--- src/rtl/network_sequencer_if.sv ---
// network_sequencer_if: control bundle between the sequencer and the layer instances
interface network_sequencer_if #(
  parameter int NUM_LAYERS = 3
);
  localparam int CLW = NUM_LAYERS > 1 ? $clog2(NUM_LAYERS) : 1;
  logic                  run;
  logic [NUM_LAYERS-1:0] layer_done;
  logic [NUM_LAYERS-1:0] layer_reset;
  logic [NUM_LAYERS-1:0] layer_start;
  logic [CLW-1:0]        current_layer;
  logic                  busy;
  logic                  done;
  logic                  error;
  modport master (
    input  run, layer_done,
    output layer_reset, layer_start, current_layer, busy, done, error
  );
  modport slave (
    output run, layer_done,
    input  layer_reset, layer_start, current_layer, busy, done, error
  );
endinterface

--- src/rtl/network_sequencer.sv ---
// network_sequencer: staggered layer reset release, layer-by-layer inference strobes, timeout re-reset
module network_sequencer #(
  parameter int NUM_LAYERS        = 3,
  parameter int RESET_HOLD_CYCLES = 4,
  parameter int STAGGER_CYCLES    = 2,
  parameter int TIMEOUT_CYCLES    = 1024
) (
  input logic                  clock,
  input logic                  reset,
  network_sequencer_if.master  sq
);
  localparam int CLW  = NUM_LAYERS > 1 ? $clog2(NUM_LAYERS) : 1;
  localparam int MAXA = RESET_HOLD_CYCLES > STAGGER_CYCLES ? RESET_HOLD_CYCLES : STAGGER_CYCLES;
  localparam int MAXC = MAXA > TIMEOUT_CYCLES ? MAXA : TIMEOUT_CYCLES;
  localparam int CW   = $clog2(MAXC + 1);
  localparam int RW   = $clog2(NUM_LAYERS + 1);
  localparam logic [NUM_LAYERS-1:0] ONE = NUM_LAYERS'(1);
  typedef enum logic [2:0] {HOLD, RELEASE, IDLE, START, WAIT, FINISH} state_t;
  state_t                state_q, state_d;
  logic [CW-1:0]         cnt_q, cnt_d;
  logic [RW-1:0]         rel_q, rel_d;
  logic [NUM_LAYERS-1:0] layer_reset_q, layer_reset_d;
  logic [CLW-1:0]        cur_q, cur_d;
  logic                  error_q, error_d;
  logic                  hit;
  // only the active layer's done bit can advance the sequence
  assign hit              = |(sq.layer_done & (ONE << cur_q));
  assign sq.layer_reset   = layer_reset_q;
  assign sq.layer_start   = (state_q == START) ? (ONE << cur_q) : '0;
  assign sq.current_layer = cur_q;
  assign sq.busy          = state_q != IDLE;
  assign sq.done          = state_q == FINISH;
  assign sq.error         = error_q;
  // state, shared hold/stagger/timeout counter and release index
  always_ff @(posedge clock) begin
    if (reset) begin
      state_q       <= HOLD;
      cnt_q         <= '0;
      rel_q         <= '0;
      layer_reset_q <= '1;
      cur_q         <= '0;
      error_q       <= 1'b0;
    end else begin
      state_q       <= state_d;
      cnt_q         <= cnt_d;
      rel_q         <= rel_d;
      layer_reset_q <= layer_reset_d;
      cur_q         <= cur_d;
      error_q       <= error_d;
    end
  end
  // next-state: hold, staggered release, then start/wait per layer until the last completes
  always_comb begin
    state_d       = state_q;
    cnt_d         = cnt_q;
    rel_d         = rel_q;
    layer_reset_d = layer_reset_q;
    cur_d         = cur_q;
    error_d       = error_q;
    case (state_q)
      HOLD: begin
        layer_reset_d = '1;
        if (cnt_q == CW'(RESET_HOLD_CYCLES - 1)) begin
          state_d       = RELEASE;
          cnt_d         = '0;
          rel_d         = RW'(1);
          layer_reset_d = ~ONE;
        end else begin
          cnt_d = cnt_q + 1'b1;
        end
      end
      RELEASE: begin
        if (rel_q == RW'(NUM_LAYERS)) begin
          state_d = IDLE;
        end else if (cnt_q == CW'(STAGGER_CYCLES - 1)) begin
          layer_reset_d = layer_reset_q & ~(ONE << rel_q);
          rel_d         = rel_q + 1'b1;
          cnt_d         = '0;
        end else begin
          cnt_d = cnt_q + 1'b1;
        end
      end
      IDLE: begin
        if (sq.run) begin
          state_d = START;
          cur_d   = '0;
          error_d = 1'b0;
        end
      end
      START: begin
        cnt_d   = '0;
        state_d = WAIT;
      end
      WAIT: begin
        if (hit) begin
          state_d = (cur_q == CLW'(NUM_LAYERS - 1)) ? FINISH : START;
          cur_d   = (cur_q == CLW'(NUM_LAYERS - 1)) ? cur_q : cur_q + 1'b1;
        end else if (cnt_q == CW'(TIMEOUT_CYCLES - 1)) begin
          state_d       = HOLD;
          error_d       = 1'b1;
          cnt_d         = '0;
          cur_d         = '0;
          layer_reset_d = '1;
        end else begin
          cnt_d = cnt_q + 1'b1;
        end
      end
      FINISH: begin
        cur_d   = '0;
        state_d = IDLE;
      end
      default: state_d = HOLD;
    endcase
  end
endmodule

--- src/flat_wrapper.sv ---
// flat-port wrapper written by rule: the top's interface ports become plain ports
module network_sequencer_flat 
#(
  parameter int NUM_LAYERS        = 3,
  parameter int RESET_HOLD_CYCLES = 4,
  parameter int STAGGER_CYCLES    = 2,
  parameter int TIMEOUT_CYCLES    = 1024
)
  (clock, reset, sq_run, sq_layer_done, sq_layer_reset, sq_layer_start, sq_current_layer, sq_busy, sq_done, sq_error);
  network_sequencer_if #(.NUM_LAYERS(NUM_LAYERS)) sq_i ();
  input logic clock;
  input logic reset;
  input wire logic [$bits(sq_i.run)-1:0] sq_run;
  input wire logic [$bits(sq_i.layer_done)-1:0] sq_layer_done;
  output wire logic [$bits(sq_i.layer_reset)-1:0] sq_layer_reset;
  output wire logic [$bits(sq_i.layer_start)-1:0] sq_layer_start;
  output wire logic [$bits(sq_i.current_layer)-1:0] sq_current_layer;
  output wire logic [$bits(sq_i.busy)-1:0] sq_busy;
  output wire logic [$bits(sq_i.done)-1:0] sq_done;
  output wire logic [$bits(sq_i.error)-1:0] sq_error;
  assign sq_i.run = sq_run;
  assign sq_i.layer_done = sq_layer_done;
  assign sq_layer_reset = sq_i.layer_reset;
  assign sq_layer_start = sq_i.layer_start;
  assign sq_current_layer = sq_i.current_layer;
  assign sq_busy = sq_i.busy;
  assign sq_done = sq_i.done;
  assign sq_error = sq_i.error;
  network_sequencer #(.NUM_LAYERS(NUM_LAYERS), .RESET_HOLD_CYCLES(RESET_HOLD_CYCLES), .STAGGER_CYCLES(STAGGER_CYCLES), .TIMEOUT_CYCLES(TIMEOUT_CYCLES)) u_core (.clock(clock), .reset(reset), .sq(sq_i));
endmodule
--- config.mk ---
export PLATFORM = sky130hd
export DESIGN_NAME = network_sequencer_flat
export DESIGN_NICKNAME = d
export VERILOG_FILES = /design/src/rtl/network_sequencer_if.sv /design/src/rtl/network_sequencer.sv /design/src/flat_wrapper.sv
export SDC_FILE = /design/constraint.sdc
export NUM_CORES = 1
export LEC_CHECK = 0
export ABC_AREA = 1
export CORE_MARGIN = 2
export CORE_UTILIZATION = 39
export CTS_CLUSTER_SIZE = 30
export DETAILED_ROUTE_END_ITERATION = 10
export GPL_TIMING_DRIVEN = 0
export MAX_ROUTING_LAYER = met4
export PLACE_DENSITY_LB_ADDON = 0.15
export SKIP_CTS_REPAIR_TIMING = 1
export SYNTH_ARGS = -nofsm -noshare
export SYNTH_HDL_FRONTEND = slang
export SYNTH_SLANG_ARGS = --single-unit
export TNS_END_PERCENT = 30
--- constraint.sdc ---
create_clock -name clock -period 1.55 [get_ports clock]
set_input_delay 0.465 -clock clock [delete_from_list [all_inputs] [get_ports clock]]
set_output_delay 0.465 -clock clock [all_outputs]
set_load 0.1 [all_outputs]
==> flow_summary.json, run 1 <==
{
  "hold_path.class": "flop to flop",
  "avgSynthCellArea_sq_um": 6.71,
  "dieArea_sq_um": 4310,
  "start_util_pct": 40.5,
  "p_leak_nw": 0.897,
  "die_h_microns": 65.7,
  "met2_usage_pct": 28.8,
  "design_area_sq_um": 2110,
  "worst_setup_path_start_kind": "flop",
  "busiest_layer": "met2",
  "crit_fanout": 4,
  "maxSlewViolCount": 0,
  "synth_top_area_cell": "dfxtp_1",
  "arrival_ns": 1.23,
  "fin_crit_ns": 1.69,
  "yosysWarningCount": 0,
  "syn-num-nets": 236,
  "layout_setup_ws_ns": -0.140,
  "reg2reg_slack_ns": -0.05,
  "violations": "setup timing",
  "maxCapViolCount": 0,
  "antenna_found_initial": 0,
  "cts_tree": "built",
  "drtIter0Drc": 83,
  "cp-end-kind": "output pin",
  "insertion_delay_ns": 0.26,
  "ir_worst_vdd_uv": 606,
  "worst_r2r_path_depth": 11,
  "whs_path_depth": 2,
  "rsz0062_at_grt": "yes",
  "status": "complete, but fails checks",
  "layout.nets": 269,
  "tightestPinTransition_ns": 0.489,
  "drive_gt1_share_pct": 36.4,
  "insertedDiodeCount": 0,
  "grt_use_met1_pct": 23.0,
  "final_core_util_pct": 57.8,
  "fmax_mhz": 592,
  "crit_type": "flop to output pin",
  "hp-start": "u_core.cnt_q[4]",
  "cts.clk_slew.worst_paths_ns": 0.08,
  "via_count": 1468,
  "grt.total_usage_pct": 17.8,
  "grt_pass1_vias": 1295,
  "grt_pass1_wl_microns": 5830,
  "num_rows": 22,
  "io_pins": 17,
  "syn_to_final_growth_pct": 42.5,
  "synth_edf_count": 0,
  "critPathLaunch": "u_core.state_q[0]",
  "grt_use_met3_pct": 3.60,
  "ant_nets": 0,
  "grt_max_degree": 13,
  "clock_skew_ns": 0.00192,
  "htreeDepth": 1,
  "synthDominantCellAreaShare_pct": 29.7,
  "min_period_over_period_pct": 109,
  "reg2reg_to": "u_core.sq.current_layer[1]",
  "async_flop_share_pct": 0,
  "timing.rr.start": "u_core.state_q[0]",
  "yosysSeqAreaShare_pct": 29.7,
  "synth-main-ff-cell": "dfxtp_1",
  "clkSinkCount": 22,
  "gp_congestion": 0.882,
  "synthTopCellsByArea": "dfxtp_1 30%, nand2_1 11%, nor2_1 8.3%",
  "synth-seq-cells": 22,
  "io_buffers": 15,
  "drc": 0,
  "dr.pass1.iters": 4,
  "wire_per_inst_microns": 11.8,
  "relSlewSlack_pct": 67.6,
  "place_hpwl_microns": 2520,
  "setup_viol": 12,
  "overflow": 0,
  "viasPerCell": 4.88,
  "synth_cell_types": 31,
  "synth.cell_area_sq_um": 1480,
  "setup_tns_ns": -0.854,
  "min_to": "u_core.cnt_q[4]",
  "root_buffer": "clkbuf_8",
  "routed_wl_microns": 3570,
  "cts_buffers": 3,
  "core_area_sq_um": 3660,
  "dpl_cell_area_sq_um": 1810,
  "worst_ep_required_time_ns": 1.08,
  "netlist_instances": 221,
  "die_w_microns": 65.7,
  "cts_max_path_buffers": 2,
  "power_density_nw_per_um2": 1030,
  "hold_viol_final": 0
}
## worst max path at each step
| stage | endpoint | slack, ns | cells after the start |
|---|---|---|---|
| floorplan | sq_layer_start[2] | -0.20 | 3 |
| global placement | sq_layer_start[2] | -0.95 | 6 |
| detailed placement | sq_layer_start[2] | -0.94 | 6 |
| CTS | sq_layer_start[2] | -1.25 | 6 |
| global route | u_core.sq.current_layer[1] | -0.21 | 11 |
| finish | sq_busy | -0.14 | 4 |
## stage by stage
stage	setup slack [ns]	hold slack [ns]	cells	total power, mW
final	-0.140	0.485	301	2.19
after global placement	-0.953	0.467	284	1.65
after detailed placement	-0.943	0.470	284	1.66
after CTS	-1.25	0.483	288	2.09
after global routing	-0.209	0.513	301	2.35
after floorplan	-0.198	0.458	221	1.47
## synthesized netlist by cell type, types with 2 or more instances
cell type and n:
nor3_1 4, nand3_1 21, inv_2 2, nand2_2 4, nand3_2 2, inv_4 2
dfxtp_1 22, nand2_4 3, inv_1 32, a21oi_1 10, nand4_1 2, nor2_2 2
nor2_1 33, xor2_1 4, o21ai_0 8, o21ai_1 2, o2111ai_1 2, ha_1 9
nand2_1 45
## kinds of logic after synthesis
logic type	count (synthesis)	synth area share (%)
AOI/OAI and AO/OA	25	9.28
buffers and inverters	38	10.5
adders and majority gates	9	7.59
DFF	22	29.7
and+or+nand+nor	122	40.1
xor gates and xnor gates	5	2.95
## final cells by class
| type | instances | area (sq um) |
|---|---|---|
| buffer | 2 | 15.0 |
| clock buffer | 4 | 55.1 |
| fill | 349 | 1550 |
| inverter | 36 | 160 |
| multi-input combinational | 162 | 1090 |
| sequential | 22 | 459 |
| tap | 48 | 60.1 |
| timing repair buffer | 27 | 273 |
## where the power goes
part	internal [mW]	switching, mW	total [mW]
sequential	0.654	0.0748	0.729
combinational	0.363	0.670	1.03
clock	0.227	0.199	0.426
total	1.24	0.944	2.19
## metal layers
layer,vias to the layer above,routed length (microns)
met5,-,0
met4,0,52
met3,6,95
met2,27,1740
met1,663,1680
li1,772,-
## cells in the final DEF (no fill, tap or decap), types with 4 or more instances in the layout
master / n
buf_4: 12
nand2_4: 6
clkbuf_4: 5
a21oi_1: 8
o21ai_1: 6
clkdlybuf4s50_1: 4
nor2_1: 25
inv_2: 4
xor2_1: 4
nand2_1: 35
o21ai_0: 4
nand2_2: 11
nand3_2: 6
nand3_1: 16
buf_12: 5
dfxtp_4: 4
nor2_4: 9
dfxtp_1: 15
inv_1: 26
clkbuf_8: 4
ha_1: 5
## flip-flops by register name, summed over array words and instances, names as in the netlist
signal	flops
u_core.cnt_q	11
u_core.rel_q	2
u_core.sq.current_layer	2
u_core.sq.error	1
u_core.sq.layer_reset	3
u_core.state_q	3
## critical path: stages, from the launching register on
cell     delay (ns)
dfxtp_2        0.32
buf_6          0.12
nor3_4         0.24
inv_2          0.10
buf_12         0.17
(Power assumes the default switching activity.)
==> inputs of run 2 (changes only) <==
--- a/config.mk
+++ b/config.mk
@@ -17,4 +17,3 @@
 export SYNTH_ARGS = -nofsm -noshare
 export SYNTH_HDL_FRONTEND = slang
 export SYNTH_SLANG_ARGS = --single-unit
-export TNS_END_PERCENT = 30
==> run 2 against run 1 <==
The run still ends with setup timing left. Register-to-register slack about the same. Non-clock buffer count is the same. Power about the same. Sequential share of layout area fell by 0.051 points. Combinational power about the same. Global-route usage shrank 0.97 points. Design area increased by 0.24%. Cell count rose by 0.33%. Critical endpoint is now sq_layer_start[1]. Largest cell class unchanged. Highest routed layer unchanged.
==> flow_summary.json, run 2 (synthesis results as in run 1) <==
{
  "status": "complete, but fails checks",
  "violations": "setup timing",
  "met2_usage_pct": 25.3,
  "cpPeakStageDelay_ns": 0.38,
  "cts_tree": "built",
  "grt_use_met1_pct": 23.1,
  "grt_pass1_vias": 1303,
  "maxSlewViolCount": 0,
  "grt_pass1_wl_microns": 5530,
  "io_buffers": 15,
  "htreeDepth": 1,
  "fmax_mhz": 590,
  "grt.total_usage_pct": 16.8,
  "core_area_sq_um": 3660,
  "worst_r2r_path_depth": 11,
  "cts.clk_slew.worst_paths_ns": 0.08,
  "drtIter0Drc": 30,
  "gp_congestion": 0.801,
  "switching_share_pct": 43.5,
  "insertion_delay_ns": 0.27,
  "worst_ep_required_time_ns": 1.08,
  "dr.pass1.iters": 4,
  "viasPerCell": 4.81,
  "place_hpwl_microns": 2450,
  "dieArea_sq_um": 4310,
  "cp-end-kind": "output pin",
  "layout.nets": 270,
  "power_density_nw_per_um2": 1030,
  "hp-start": "u_core.sq.error",
  "min_to": "u_core.sq.error",
  "tightestPinTransition_ns": 0.485,
  "overflow": 0,
  "final_common_cell": "nand2_1",
  "drive_gt1_share_pct": 35.8,
  "start_util_pct": 40.5,
  "whs_path_depth": 2,
  "hold_viol_final": 0,
  "largest_reg_flops": 11,
  "cts_buffers": 3,
  "relSlewSlack_pct": 67.9,
  "layout_setup_ws_ns": -0.145,
  "die_h_microns": 65.7,
  "p_leak_nw": 0.906,
  "ant_nets": 0,
  "min_period_over_period_pct": 109,
  "antenna_found_initial": 0,
  "grt_use_met3_pct": 2.05,
  "timing.rr.start": "u_core.state_q[0]",
  "busiest_layer": "met2",
  "cts_max_path_buffers": 2,
  "fillers": 346,
  "reg2reg_to": "u_core.sq.layer_reset[1]",
  "routed_wl_microns": 3600,
  "maxCapViolCount": 0,
  "worst_setup_path_start_kind": "flop",
  "clkSinkCount": 22,
  "num_rows": 22,
  "syn_to_final_growth_pct": 42.8,
  "wire_per_inst_microns": 11.9,
  "rsz0062_at_grt": "yes",
  "power_frac_clock_pct": 19.5,
  "p_sw_mw": 0.950,
  "crit_fanout": 5,
  "seqPwrFrac_pct": 33.1,
  "setup_viol": 18,
  "layout_common_cells": "35 x nand2_1, 27 x inv_1, 23 x nor2_1, 18 x nand3_1, 15 x dfxtp_1",
  "clock_skew_ns": 0.00556,
  "cp_cell_sequence": "clkinv_4, nand2_4, nor2_4, inv_4, nor2_4, buf_12",
  "cpMostUsedCell": "nor2_4",
  "regMostFlops": "u_core.cnt_q",
  "drc": 0,
  "io_pins": 17,
  "reg2reg_slack_ns": -0.05,
  "crit_type": "flop to output pin",
  "final_core_util_pct": 57.9,
  "via_count": 1452,
  "combinationalPowerShare_pct": 47.4,
  "insertedDiodeCount": 0,
  "power.internal_mw": 1.24,
  "root_buffer": "clkbuf_8",
  "post-place-ws_ns": -0.940,
  "die_w_microns": 65.7,
  "crit_slowest_cell": "dfxtp_4",
  "grt_max_degree": 13,
  "hold_path.class": "flop to flop",
  "finalPower_mw": 2.19,
  "ir_worst_vdd_uv": 956,
  "fin_crit_ns": 1.70,
  "arrival_ns": 1.23
}
run 2: metal layers:
| layer | routed length, microns | share of wire [%] | vias up |
|---|---|---|---|
| li1 | - | - | 778 |
| met1 | 1780 | 49 | 638 |
| met2 | 1640 | 46 | 29 |
| met3 | 112 | 3.1 | 7 |
| met4 | 65 | 1.8 | 0 |
| met5 | 0 | 0 | - |
run 2: worst max-delay path: cells and delay by family (launching register included):
kind          cells  cell delay [ns]
simple gates      3             0.27
flops             1             0.38
buf+inv           3             0.32
run 2: per-stage QoR:
step                      instance area (sq um)  TNS, ns  instances  hold WS (ns)
after floorplan                            1610    -1.19        221         0.458
after global placement                     1820   -10.66        284         0.464
after detailed placement                   1820   -10.71        284         0.482
after CTS                                  1870   -12.39        288         0.494
after global routing                       2120    -3.06        302         0.528
final                                      2120    -1.01        302         0.479
run 2: worst max path at each step:
stage / startpoint / to / slack, ns
after detailed placement: u_core.state_q[2] / sq_layer_start[1] / -0.94
after global placement: u_core.state_q[2] / sq_layer_start[2] / -0.96
final: u_core.state_q[2] / sq_layer_start[1] / -0.15
after CTS: u_core.state_q[2] / sq_layer_start[1] / -1.24
after global routing: u_core.state_q[2] / sq_layer_start[1] / -0.21
after floorplan: u_core.sq.current_layer[1] / sq_layer_start[2] / -0.20
run 2: power groups by stage:
stage | Combinational (mW) | Sequential, mW | Clock (mW)
after floorplan | 0.592 | 0.883 | 0
after global placement | 0.928 | 0.726 | 0
after detailed placement | 0.932 | 0.724 | 0
after CTS | 0.940 | 0.712 | 0.439
after global routing | 1.14 | 0.735 | 0.460
final | 1.04 | 0.723 | 0.427
run 2: final cells by class:
| type | instances | area (sq um) | area share (%) |
|---|---|---|---|
| clock buffers | 4 | 55.1 | 2.60 |
| inverters | 36 | 160 | 7.56 |
| plain buffers | 2 | 15.0 | 0.708 |
| well taps | 48 | 60.1 | 2.83 |
| multi-input cells | 163 | 1100 | 51.9 |
| flip-flops and latches | 22 | 459 | 21.7 |
| repair buffers | 27 | 270 | 12.8 |
==> inputs of run 3 (changes only) <==
--- a/config.mk
+++ b/config.mk
@@ -7,12 +7,12 @@
 export LEC_CHECK = 0
 export ABC_AREA = 1
 export CORE_MARGIN = 2
-export CORE_UTILIZATION = 39
+export CORE_UTILIZATION = 50
 export CTS_CLUSTER_SIZE = 30
 export DETAILED_ROUTE_END_ITERATION = 10
 export GPL_TIMING_DRIVEN = 0
 export MAX_ROUTING_LAYER = met4
-export PLACE_DENSITY_LB_ADDON = 0.15
+export PLACE_DENSITY = 0.78
 export SKIP_CTS_REPAIR_TIMING = 1
 export SYNTH_ARGS = -nofsm -noshare
 export SYNTH_HDL_FRONTEND = slang
==> run 3 against run 2 <==
The flow still finishes with violations (setup timing). Clock skew rose by 0.0057 ns. Count of clock-buffer cells in the layout did not move. Via count is 20% higher. Critical path type unchanged. Design area grew 12%. Sequential cell count unchanged. Power up 15%. Sequential power about the same. Worst hold slack better by 0.024 ns. Wire length up 42%. Largest cell class unchanged.
==> flow_summary.json, run 3 (synthesis results as in run 1) <==
{
  "clock_skew_ns": 0.0113,
  "die_w_microns": 58.5,
  "cpPeakStageDelay_ns": 0.41,
  "wire_per_inst_microns": 17.2,
  "worst_setup_path_start_kind": "flop",
  "via_count": 1749,
  "rsz0062_at_grt": "yes",
  "maxCapViolCount": 0,
  "antenna_found_initial": 0,
  "insertedDiodeCount": 0,
  "timing.rr.start": "u_core.state_q[0]",
  "cts.clk_slew.worst_paths_ns": 0.15,
  "routed_wl_microns": 5110,
  "arrival_ns": 1.45,
  "crit_buf_inv": 3,
  "cts_max_path_buffers": 2,
  "status": "complete, but fails checks",
  "layout_common_cells": "30 x nand2_1, 26 x inv_1, 17 x buf_4, 16 x nor2_1, 15 x dfxtp_1",
  "violations": "setup timing",
  "fillers": 136,
  "min_period_over_period_pct": 124,
  "critPathTopFamily": "buffers and inverters",
  "dr.pass1.iters": 5,
  "grt.total_usage_pct": 21.2,
  "whs_path_depth": 2,
  "cts_buffers": 3,
  "cts_tree": "built",
  "final_common_cell": "nand2_1",
  "drtIter0Drc": 112,
  "clkSinkCount": 22,
  "grt_pass1_vias": 1271,
  "design_area_sq_um": 2380,
  "reg2reg_to": "u_core.cnt_q[3]",
  "core_area_sq_um": 2780,
  "root_buffer": "clkbuf_4",
  "setup_viol": 27,
  "largest_reg_flops": 11,
  "drive_gt1_share_pct": 47.2,
  "relSlewSlack_pct": 65.7,
  "hold_viol_final": 0,
  "cp-end-kind": "output pin",
  "drc": 0,
  "crit_fanout": 4,
  "worst_r2r_path_depth": 11,
  "tightestPinTransition_ns": 0.514,
  "maxSlewViolCount": 0,
  "crit_slowest_cell": "dfxtp_4",
  "dpl_cell_area_sq_um": 1800,
  "min_to": "u_core.state_q[1]",
  "regMostFlops": "u_core.cnt_q",
  "crit_type": "flop to output pin",
  "io_buffers": 15,
  "syn_to_final_growth_pct": 60.3,
  "worst_ep_required_time_ns": 1.08,
  "power_density_nw_per_um2": 1060,
  "post-place-ws_ns": -0.955,
  "insertion_delay_ns": 0.34,
  "fmax_mhz": 522,
  "ir_worst_vdd_uv": 1320,
  "p_leak_nw": 0.993,
  "gp_congestion": 0.895,
  "reg2reg_slack_ns": -0.36,
  "place_hpwl_microns": 2460,
  "grt_max_degree": 14,
  "layout.nets": 281,
  "viasPerCell": 5.91,
  "num_rows": 19,
  "io_pins": 17,
  "htreeDepth": 1,
  "die_h_microns": 58.5,
  "hp-start": "reset",
  "cp_num_cells": 4,
  "fin_crit_ns": 1.92,
  "ant_nets": 0,
  "grt_pass1_wl_microns": 5440,
  "dieArea_sq_um": 3420,
  "hold_ws_ns": 0.503,
  "hold_path.class": "input port to flop",
  "cp_cell_sequence": "buf_6, nor3_4, inv_2, buf_12",
  "start_util_pct": 53.4,
  "layout_setup_ws_ns": -0.365,
  "overflow": 0
}
run 3: final cells by class:
cell class | instances | area [sq um] | share of cell area [%]
Clock buffer | 4 | 47.5 | 2.00
Buffer | 2 | 15.0 | 0.631
Tap cell | 31 | 38.8 | 1.63
Inverter | 36 | 176 | 7.42
Timing Repair Buffer | 38 | 388 | 16.3
Sequential cell | 22 | 459 | 19.3
Multi-Input combinational cell | 163 | 1250 | 52.7
run 3: how the worst max path moves through the flow:
| stage | from | endpoint | slack [ns] |
|---|---|---|---|
| final | u_core.state_q[2] | sq_busy | -0.37 |
| after global routing | u_core.state_q[2] | sq_busy | -0.41 |
| after CTS | u_core.state_q[2] | sq_layer_start[0] | -1.34 |
| after detailed placement | u_core.state_q[2] | sq_layer_start[0] | -0.95 |
| after global placement | u_core.state_q[2] | sq_layer_start[1] | -0.95 |
| after floorplan | u_core.sq.current_layer[1] | sq_layer_start[2] | -0.20 |
run 3: metal layers:
metal	vias up	share of wire (%)	wire (microns)	track usage [%]
met2	99	49	2510	33.1
met1	823	39	1970	27.8
li1	802	-	-	-
met3	25	7.7	395	2.64
met5	-	0	0	-
met4	0	4.6	234	8.97
run 3: power breakdown:
part | switching, mW | internal (mW)
combinational | 0.885 | 0.491
clock | 0.219 | 0.198
sequential | 0.0689 | 0.654
run 3: worst register-to-register path: stages, from the launching register on:
cell and delay [ns]:
dfxtp_2 0.35, buf_6 0.13, buf_4 0.14, buf_6 0.11, inv_4 0.05, nand2_4 0.08, nor2_4 0.28, nand2_4 0.17
nand3_4 0.20, nor2_2 0.07, xor2_1 0.18, nor2_2 0.06
run 3: per-stage QoR:
step	util, %	power (mW)	instances	TNS [ns]
after floorplan	-	1.47	221	-1.19
after global placement	64.6	1.65	267	-10.61
after detailed placement	64.6	1.67	267	-11.05
after CTS	66.3	2.07	271	-13.55
after global routing	85.5	2.63	296	-7.70
final	85.5	2.52	296	-6.98
